`config.mk`:
```
export PLATFORM = sky130hd
export DESIGN_NAME = dmem_arbiter
export DESIGN_NICKNAME = d
export VERILOG_FILES = /design/src/rtl/dmem_arbiter.sv
export SDC_FILE = /design/constraint.sdc
export NUM_CORES = 1
export LEC_CHECK = 0
export CAP_MARGIN = 30
export CORE_ASPECT_RATIO = 0.5
export CORE_MARGIN = 2
export CORE_UTILIZATION = 30
export CTS_BUF_LIST = sky130_fd_sc_hd__clkbuf_8
export DETAILED_ROUTE_END_ITERATION = 10
export PLACE_DENSITY = 0.75
export REMOVE_ABC_BUFFERS = 1
export SLEW_MARGIN = 20
export SYNTH_ARGS = -nofsm -noshare
export SYNTH_HDL_FRONTEND = slang
export SYNTH_SLANG_ARGS = --single-unit
```
`constraint.sdc`:
```
create_clock -name clk -period 1.21 [get_ports clk]
set_input_delay 0.121 -clock clk [delete_from_list [all_inputs] [get_ports clk]]
set_output_delay 0.121 -clock clk [all_outputs]
set_load 0.01 [all_outputs]
```
`src/rtl/dmem_arbiter.sv`:
```
// Two-requester round-robin arbiter in front of the single-port data RAM.
// Each grant becomes one RAM access cycle; read data returns registered with an rvalid pulse.
`ifndef ADDRESS_SIZE
`define ADDRESS_SIZE 32
`endif
`ifndef DATA_SIZE
`define DATA_SIZE 32
`endif

module dmem_arbiter #(
    parameter int ADDR_W = `ADDRESS_SIZE,
    parameter int DATA_W = `DATA_SIZE
) (
    input  logic              clk,
    input  logic              reset,
    input  logic              req0,
    input  logic              req1,
    input  logic              we0,
    input  logic              we1,
    input  logic [ADDR_W-1:0] addr0,
    input  logic [ADDR_W-1:0] addr1,
    input  logic [DATA_W-1:0] wdata0,
    input  logic [DATA_W-1:0] wdata1,
    output logic              gnt0,
    output logic              gnt1,
    output logic              rvalid0,
    output logic              rvalid1,
    output logic [DATA_W-1:0] rdata,
    output logic              busy,
    output logic              ram_write_enable,
    output logic [ADDR_W-1:0] ram_write_address,
    output logic [DATA_W-1:0] ram_write_data,
    output logic [ADDR_W-1:0] ram_read_address,
    input  logic [DATA_W-1:0] ram_read_data
);

    localparam logic [0:0] IDLE   = 1'b0;
    localparam logic [0:0] ACCESS = 1'b1;

    logic [0:0]        state;
    logic              last_grant;
    logic              owner;
    logic              we_q;
    logic [ADDR_W-1:0] addr_q;
    logic [DATA_W-1:0] wdata_q;
    logic              sel_valid;
    logic              sel_id;

    // On a tie the requester that did not win last time goes first.
    always_comb begin
        sel_valid = req0 | req1;
        sel_id    = (req0 & req1) ? ~last_grant : req1;
    end

    always_ff @(posedge clk) begin
        if (reset) begin
            state      <= IDLE;
            last_grant <= 1'b1;
            owner      <= 1'b0;
            we_q       <= 1'b0;
            addr_q     <= '0;
            wdata_q    <= '0;
            gnt0       <= 1'b0;
            gnt1       <= 1'b0;
            rvalid0    <= 1'b0;
            rvalid1    <= 1'b0;
            rdata      <= '0;
        end else begin
            gnt0    <= 1'b0;
            gnt1    <= 1'b0;
            rvalid0 <= 1'b0;
            rvalid1 <= 1'b0;
            case (state)
                IDLE: begin
                    if (sel_valid) begin
                        state      <= ACCESS;
                        owner      <= sel_id;
                        last_grant <= sel_id;
                        we_q       <= sel_id ? we1    : we0;
                        addr_q     <= sel_id ? addr1  : addr0;
                        wdata_q    <= sel_id ? wdata1 : wdata0;
                        gnt0       <= ~sel_id;
                        gnt1       <= sel_id;
                    end
                end
                ACCESS: begin
                    state <= IDLE;
                    if (!we_q) begin
                        rdata   <= ram_read_data;
                        rvalid0 <= ~owner;
                        rvalid1 <= owner;
                    end
                end
                default: state <= IDLE;
            endcase
        end
    end

    // Write enable is gated by state so the RAM only ever sees a write in ACCESS.
    assign busy              = (state == ACCESS);
    assign ram_write_enable  = busy & we_q;
    assign ram_write_address = addr_q;
    assign ram_read_address  = addr_q;
    assign ram_write_data    = wdata_q;

endmodule

```
==> results of run 1 <==
[sequential cells by signal (all words and copies together), names as in the netlist]
register          cells
rdata                32
gnt0                  1
ram_write_data       32
owner                 1
rvalid0               1
ram_read_address     32
we_q                  1
last_grant            1
busy                  1
rvalid1               1
gnt1                  1
[metrics by stage]
step	cell area [um2]	power, mW	worst slack, ps
final	8675	9.260	-103.9
after global routing	8675	9.677	-152.0
after CTS	8278	9.051	-66.64
after detailed placement	7657	6.771	-536.0
after global placement	7657	6.720	-408.5
after floorplan	4106	4.952	-1047
[per-layer routing]
layer,track usage (%),part of all wire [%],up-vias,wire (um)
li1,-,-,2429,-
met1,29.94,43,2583,8948
met2,41.22,51,150,10580
met3,3.559,3.9,37,808
met4,5.309,1.9,0,384
met5,0,0,-,0
[power by group through the flow]
| stage | clock network [mW] | registers [mW] | logic (mW) |
|---|---|---|---|
| floorplan | 0 | 4.16 | 0.792 |
| global placement | 0 | 3.99 | 2.73 |
| detailed placement | 0 | 4.00 | 2.77 |
| CTS | 2.24 | 3.91 | 2.90 |
| global route | 2.38 | 3.96 | 3.34 |
| finish | 2.18 | 3.92 | 3.16 |
[what timing repair did]
item,in CTS,in global routing
setup endpoints to repair,231,102
gates resized for setup,202,87
pin swaps,17,29
setup buffers,15,2
cloned,11,5
[logic make-up (layout without fill, tap and decap cells)]
logic type,after synthesis,count (layout)
compound gates,168,168
buf+inv,80,372
flops,104,104
simple gates,205,205
[cell usage after synthesis]
cell type / n
nand2b_1: 2
buf_4: 41
nand2_1: 129
a211o_1: 1
a211oi_2: 40
nor2_1: 67
a21bo_2: 1
o21ba_2: 1
o21bai_2: 1
nor3_1: 3
nor3b_1: 2
a211oi_1: 25
and2_1: 1
buf_2: 21
dfxtp_1: 104
a21boi_2: 1
a21oi_1: 97
a2bb2oi_1: 1
buf_1: 2
buf_6: 2
clkbuf_1: 14
nor2b_1: 1
[area by class of cell]
class | count | area share (%)
Clock inverter | 7 | 0.7500
Sequential cell | 104 | 24.22
Tap cell | 198 | 2.856
Multi-Input combinational cell | 373 | 27.04
Clock buffer | 9 | 1.428
Timing Repair Buffer | 356 | 43.70
[path summary, 6_finish.rpt]
kind               end  slack, ps  cells after the start
min               busy        200                      2
min reg2reg  rdata[18]        460                      2
max reg2reg       we_q       -100                      6
max               we_q       -100                      6
[worst reg2reg max path, stage by stage, from the launching register on]
cell and delay, ps:
dfxtp_4 370, buf_6 110, a21bo_4 230, buf_8 150, clkbuf_16 180, nand2_1 80, a211oi_1 60
==> insert_results.sql, run 1 <==
INSERT INTO impl_metrics (metric_group, metric, value, unit) VALUES
('floorplanning', 'placementRows', '31', ''),
('sta', 'final.min_clock_period', '1314', 'ps'),
('critical_path', 'slowest_delay', '370', 'ps'),
('pwr', 'internal_power', '6.352', 'mW'),
('logic_synthesis', 'yosysTopAreaCellShare', '45.24', '%'),
('sta', 'final_max_slew_viol_count', '0', ''),
('cts', 'worst_setup_hold_path_clk_slew', '100', 'ps'),
('grt', 'antenna_found_initial', '0', ''),
('routing', 'routed_via_density', '4.966', ''),
('logic_synthesis', 'synth_cells', '557', ''),
('status', 'violations', 'setup timing', ''),
('pwr', 'net-switching-power', '2.908', 'mW'),
('pwr', 'sequential_power_share', '42.4', '%'),
('layout', 'commonest_cells_after_routing_fill_and_taps_aside', 'clkdlybuf4s50_1 (162), dlygate4sd2_1 (127), nand2_1 (96)', ''),
('grt', 'grt_first_pass_wirelength', '29010', 'um'),
('layout', 'area_growth_syn_to_fin', '88.50', '%'),
('cts', 'cts.sink_count', '104', ''),
('routing', 'drt.antenna.violating_nets', '0', ''),
('logic_synthesis', 'largest_cells_by_area_after_synthesis', 'dfxtp_1 (45%), a211oi_2 (11%), a21oi_1 (11%)', ''),
('critical_path', 'cp_bufs_invs', '3', ''),
('pwr', 'clock_power_share', '23.5', '%'),
('sta', 'fmaxAchievable', '761.1', 'MHz'),
('critical_path', 'r2r-start', 'last_grant', ''),
('logic_synthesis', 'synth_fa_ha_area_share', '0', '%'),
('logic_synthesis', 'synth_compound_gate_area_share', '26.81', '%'),
('place', 'dp.cells', '1000', ''),
('layout', 'area_occupied_by_multi_input_gates', '2346', 'um2'),
('layout', 'leading_cell_type_in_the_layout_fill_and_taps_excluded', 'clkdlybuf4s50_1', ''),
('cts', 'clock_tree.htree_level_count', '3', ''),
('grt', 'grt_max_degree', '38', ''),
('critical_path', 'setup.worst_path.end_class', 'flip-flop', ''),
('sta', 'worstMarginPinSlew', '512.7', 'ps'),
('layout', 'final_nets', '1010', ''),
('sta', 'hold_violations', '0', ''),
('sta', 'headroom_to_the_max_slew_limit', '65.82', '%'),
('sta', 'fin_crit_sh', '108.6', '%'),
('sta', 'rsz_0062_raised_after_global_routing', 'true', ''),
('floorplanning', 'design.core.area', '14740', 'um2'),
('logic_synthesis', 'synth.ff_latch_count', '104', ''),
('cts', 'worst_skew_late_latency', '370', 'ps'),
('layout', 'fin_cells', '1047', ''),
('place', 'dp_hpwl', '13470', 'um'),
('sta', 'post-route-worst-setup-slack', '-103.9', 'ps'),
('routing', 'vias', '5199', ''),
('floorplanning', 'effective_utilization_at_floorplan', '31.22', '%'),
('layout', 'insertedDiodeCount', '0', ''),
('critical_path', 'crit_path_start_kind', 'flip-flop', ''),
('routing', 'route.final.wire_length', '20720', 'um'),
('pwr', 'p_leak', '3.795', 'nW'),
('routing', 'detailedRoute.firstPassIterationCount', '4', ''),
('critical_path', 'crit_path_max_fanout', '12', ''),
('routing', 'routedWlPerCell', '19.79', 'um'),
('min_path', 'holdCritPathClass', 'input pin to flip-flop', ''),
('status', 'status', 'complete, but fails checks', ''),
('floorplanning', 'die_area', '16410', 'um2'),
('pwr', 'pwr_dens', '1067', 'nW/um2'),
('grt', 'grt_pass1_vias', '5012', ''),
('logic_synthesis', 'yosysSeqAreaShare', '45.24', '%'),
('logic_synthesis', 'yosysWarnings', '0', ''),
('cts', 'clk_root_buffer_cell', 'clkbuf_8', ''),
('cts', 'cts-hold-fix-buffers', '0', ''),
('logic_synthesis', 'synth_top_family_by_area', 'compound AO/OA/AOI/OAI gates', ''),
('floorplanning', 'floorplan.io_pins', '300', ''),
('sta', 'setup_viol', '67', ''),
('critical_path', 'crit_required', '1440', 'ps'),
('layout', 'post-route-util', '58.85', '%'),
('layout', 'share_of_layout_cells_above_drive_strength_1', '23.67', '%'),
('grt', 'globalRouteTotalUtil', '23.37', '%'),
('logic_synthesis', 'synthDominantAreaCellType', 'dfxtp_1', ''),
('critical_path', 'worst_ep_arrival_time', '1550', 'ps'),
('layout', 'fillers', '1295', '');
Power figures use the tool's default switching activity.
==> run 2, diff against run 1 <==
CTS_BUF_LIST = not set   (was sky130_fd_sc_hd__clkbuf_8)
==> run 2 against run 1 <==
The run still ends with setup timing left. Critical path depth fell by 1. Hold slack improved by 20 ps. Sequential power barely moved. Clock-buffer cell count rose by 2. Sequential share of layout area rose by 1.1 points. Die area did not move. Core utilization fell by 2.8 points. Critical endpoint is now ram_write_data[25].
==> insert_results.sql, run 2 (synthesis gave the netlist of run 1 again) <==
INSERT INTO impl_metrics (metric_group, metric, value, unit) VALUES
('sta', 'hold_violations', '0', ''),
('cts', 'clock_path_buffers', '2', ''),
('critical_path', 'critical_path.cell_chain', 'a21boi_4, buf_12, buf_6, a21oi_1, a211oi_2', ''),
('layout', 'fillers', '1332', ''),
('critical_path', 'worst_ep_arrival_time', '1530', 'ps'),
('layout', 'commonest_cells_after_routing_fill_and_taps_aside', 'clkdlybuf4s50_1 (162), dlygate4sd2_1 (133), nand2_1 (119)', ''),
('critical_path', 'setup.worst_path.start', 'last_grant', ''),
('floorplanning', 'effective_utilization_at_floorplan', '31.22', '%'),
('grt', 'grt-ovfl-total', '0', ''),
('pwr', 'pwr_dens', '1164', 'nW/um2'),
('sta', 'finalClockSkew', '10.67', 'ps'),
('sta', 'post-route-worst-setup-slack', '-72.48', 'ps'),
('cts', 'cts-hold-fix-buffers', '0', ''),
('pwr', 'p_leak', '3.680', 'nW'),
('grt', 'grt_max_degree', '50', ''),
('sta', 'fmaxAchievable', '779.7', 'MHz'),
('routing', 'drt-initial-drc-count', '358', ''),
('pwr', 'ir_worst_vdd', '0.6908', 'mV'),
('routing', 'routed_via_density', '4.887', ''),
('critical_path', 'crit_path_start_kind', 'flip-flop', ''),
('cts', 'worst_setup_hold_path_clk_slew', '70', 'ps'),
('sta', 'worstMarginPinSlew', '469.3', 'ps'),
('floorplanning', 'placementRows', '31', ''),
('layout', 'share_of_layout_cells_above_drive_strength_1', '16.21', '%'),
('critical_path', 'timing.critical_path.slowest_stage_cell', 'dfxtp_2', ''),
('cts', 'cts.sink_count', '104', ''),
('floorplanning', 'die_area', '16410', 'um2'),
('layout', 'post-route-util', '56.08', '%'),
('critical_path', 'crit_path_max_fanout', '11', ''),
('cts', 'clk_root_buffer_cell', 'clkbuf_16', ''),
('layout', 'insertedDiodeCount', '0', ''),
('floorplanning', 'die_w', '179.2', 'um'),
('critical_path', 'setup.worst_path.end_class', 'flip-flop', ''),
('cts', 'worst_skew_late_latency', '340', 'ps'),
('floorplanning', 'floorplan.io_pins', '300', ''),
('routing', 'count_of_unresolved_drc_violations_after_routing', '0', ''),
('min_path', 'holdCritPathClass', 'input pin to flip-flop', ''),
('critical_path', 'crit_required', '1460', 'ps'),
('place', 'port_buffers', '299', ''),
('critical_path', 'cp_bufs_invs', '2', ''),
('routing', 'drt.antenna.violating_nets', '0', ''),
('routing', 'vias', '5039', ''),
('status', 'violations', 'setup timing', ''),
('layout', 'leading_cell_type_in_the_layout_fill_and_taps_excluded', 'clkdlybuf4s50_1', ''),
('critical_path', 'r2r-start', 'last_grant', ''),
('layout', 'final_nets', '994', ''),
('grt', 'grt_first_pass_wirelength', '26630', 'um'),
('critical_path', 'timing_worst_setup_path_type', 'flip-flop to flip-flop', ''),
('sta', 'fin_crit_sh', '106.0', '%'),
('layout', 'area_growth_syn_to_fin', '79.61', '%'),
('routing', 'routedWlPerCell', '19.11', 'um'),
('routing', 'route.final.wire_length', '19700', 'um'),
('cts', 'numCtsBuffers', '9', ''),
('sta', 'setup_viol', '71', ''),
('min_path', 'hold_path_startpoint', 'reset', ''),
('routing', 'detailedRoute.firstPassIterationCount', '5', ''),
('sta', 'final_max_slew_viol_count', '0', ''),
('critical_path', 'critPathTopFamily', 'compound AO/OA/AOI/OAI gates', ''),
('place', 'finalWeightedCongestion', '0.8780', ''),
('critical_path', 'slowest_delay', '350', 'ps'),
('place', 'dp_hpwl', '13470', 'um'),
('sta', 'rsz_0062_raised_after_global_routing', 'true', ''),
('sta', 'final.min_clock_period', '1282', 'ps'),
('sta', 'headroom_to_the_max_slew_limit', '68.72', '%'),
('grt', 'antenna_found_initial', '0', ''),
('cts', 'tritoncts', 'yes', ''),
('floorplanning', 'die_h', '91.58', 'um'),
('job', 'max_cap_violations', '0', ''),
('status', 'status', 'complete, but fails checks', ''),
('sta', 'fin_worst_hold_slack', '220.4', 'ps'),
('grt', 'globalRouteTotalUtil', '21.08', '%'),
('grt', 'grt_pass1_vias', '4755', ''),
('floorplanning', 'design.core.area', '14740', 'um2'),
('cts', 'clock_tree.htree_level_count', '3', '');
==> run 2: changes by cell type in the layout (fill, tap and decap cells not counted), moves of 5 or more <==
| cell | before | now |
|---|---|---|
| buf_16 | 10 | 1 |
| nor2_1 | 59 | 67 |
| dfxtp_2 | 9 | 4 |
| a211oi_2 | 54 | 42 |
| nand2_1 | 96 | 119 |
| dlygate4sd2_1 | 127 | 133 |
| nand2_2 | 23 | 3 |
| nor2_2 | 8 | 0 |
| clkbuf_8 | 9 | 0 |
| a211oi_1 | 11 | 23 |
| clkbuf_16 | 5 | 17 |
| dfxtp_1 | 93 | 99 |
==> run 2: routing by layer <==
layer / GRT usage (%) / wire (um) / up-vias
met5: 0 / 0 / -
met4: 5.712 / 411 / 0
met3: 3.392 / 870 / 30
met2: 37.18 / 10040 / 157
met1: 26.54 / 8376 / 2461
li1: - / - / 2391
==> run 2: power breakdown <==
part | internal [mW] | switching (mW) | total [mW]
logic | 1.47 | 1.34 | 2.81
clock network | 1.60 | 1.29 | 2.89
registers | 3.72 | 0.191 | 3.92
total | 6.80 | 2.82 | 9.62
==> run 2: worst register-to-register path: stages (launching register included) <==
cell	delay, ps
dfxtp_2	350
a21boi_4	180
buf_12	170
buf_6	190
a21oi_1	90
a211oi_2	220
==> run 2: area by class of cell <==
cell class,count,area (um2),share of cell area [%]
Clock inverter,5,57.56,0.6963
Sequential cell,104,2091,25.30
Timing Repair Buffer,340,3451,41.75
Tap cell,198,247.7,2.997
Clock buffer,11,232.7,2.816
Multi-Input combinational cell,373,2186,26.45
==> run 2: stage by stage <==
stage	std cells	TNS [ps]	power (mW)	setup slack (ps)	cell area (um2)
after floorplan	477	-91170	4.952	-1047	4106
after global placement	1000	-25550	6.720	-408.5	7657
after detailed placement	1000	-28950	6.771	-536.0	7657
after CTS	1017	-1750	9.430	-75.69	7835
after global routing	1031	-6343	10.07	-124.4	8265
final	1031	-2876	9.619	-72.48	8265
==> run 2: what timing repair did <==
action / CTS / global route
endpoints found under the hold margin: 0 / 0
cloned: 0 / 10
gates resized for setup: 157 / 43
buffers inserted: 1 / 4
pin swaps: 1 / 17
setup endpoints to repair: 231 / 78
==> run 2: worst paths after layout <==
path / endpoint / slack (ps) / cells after the start
max: ram_write_data[25] / -70 / 5
min: busy / 220 / 2
max reg2reg: ram_write_data[25] / -70 / 5
min reg2reg: rdata[12] / 450 / 2
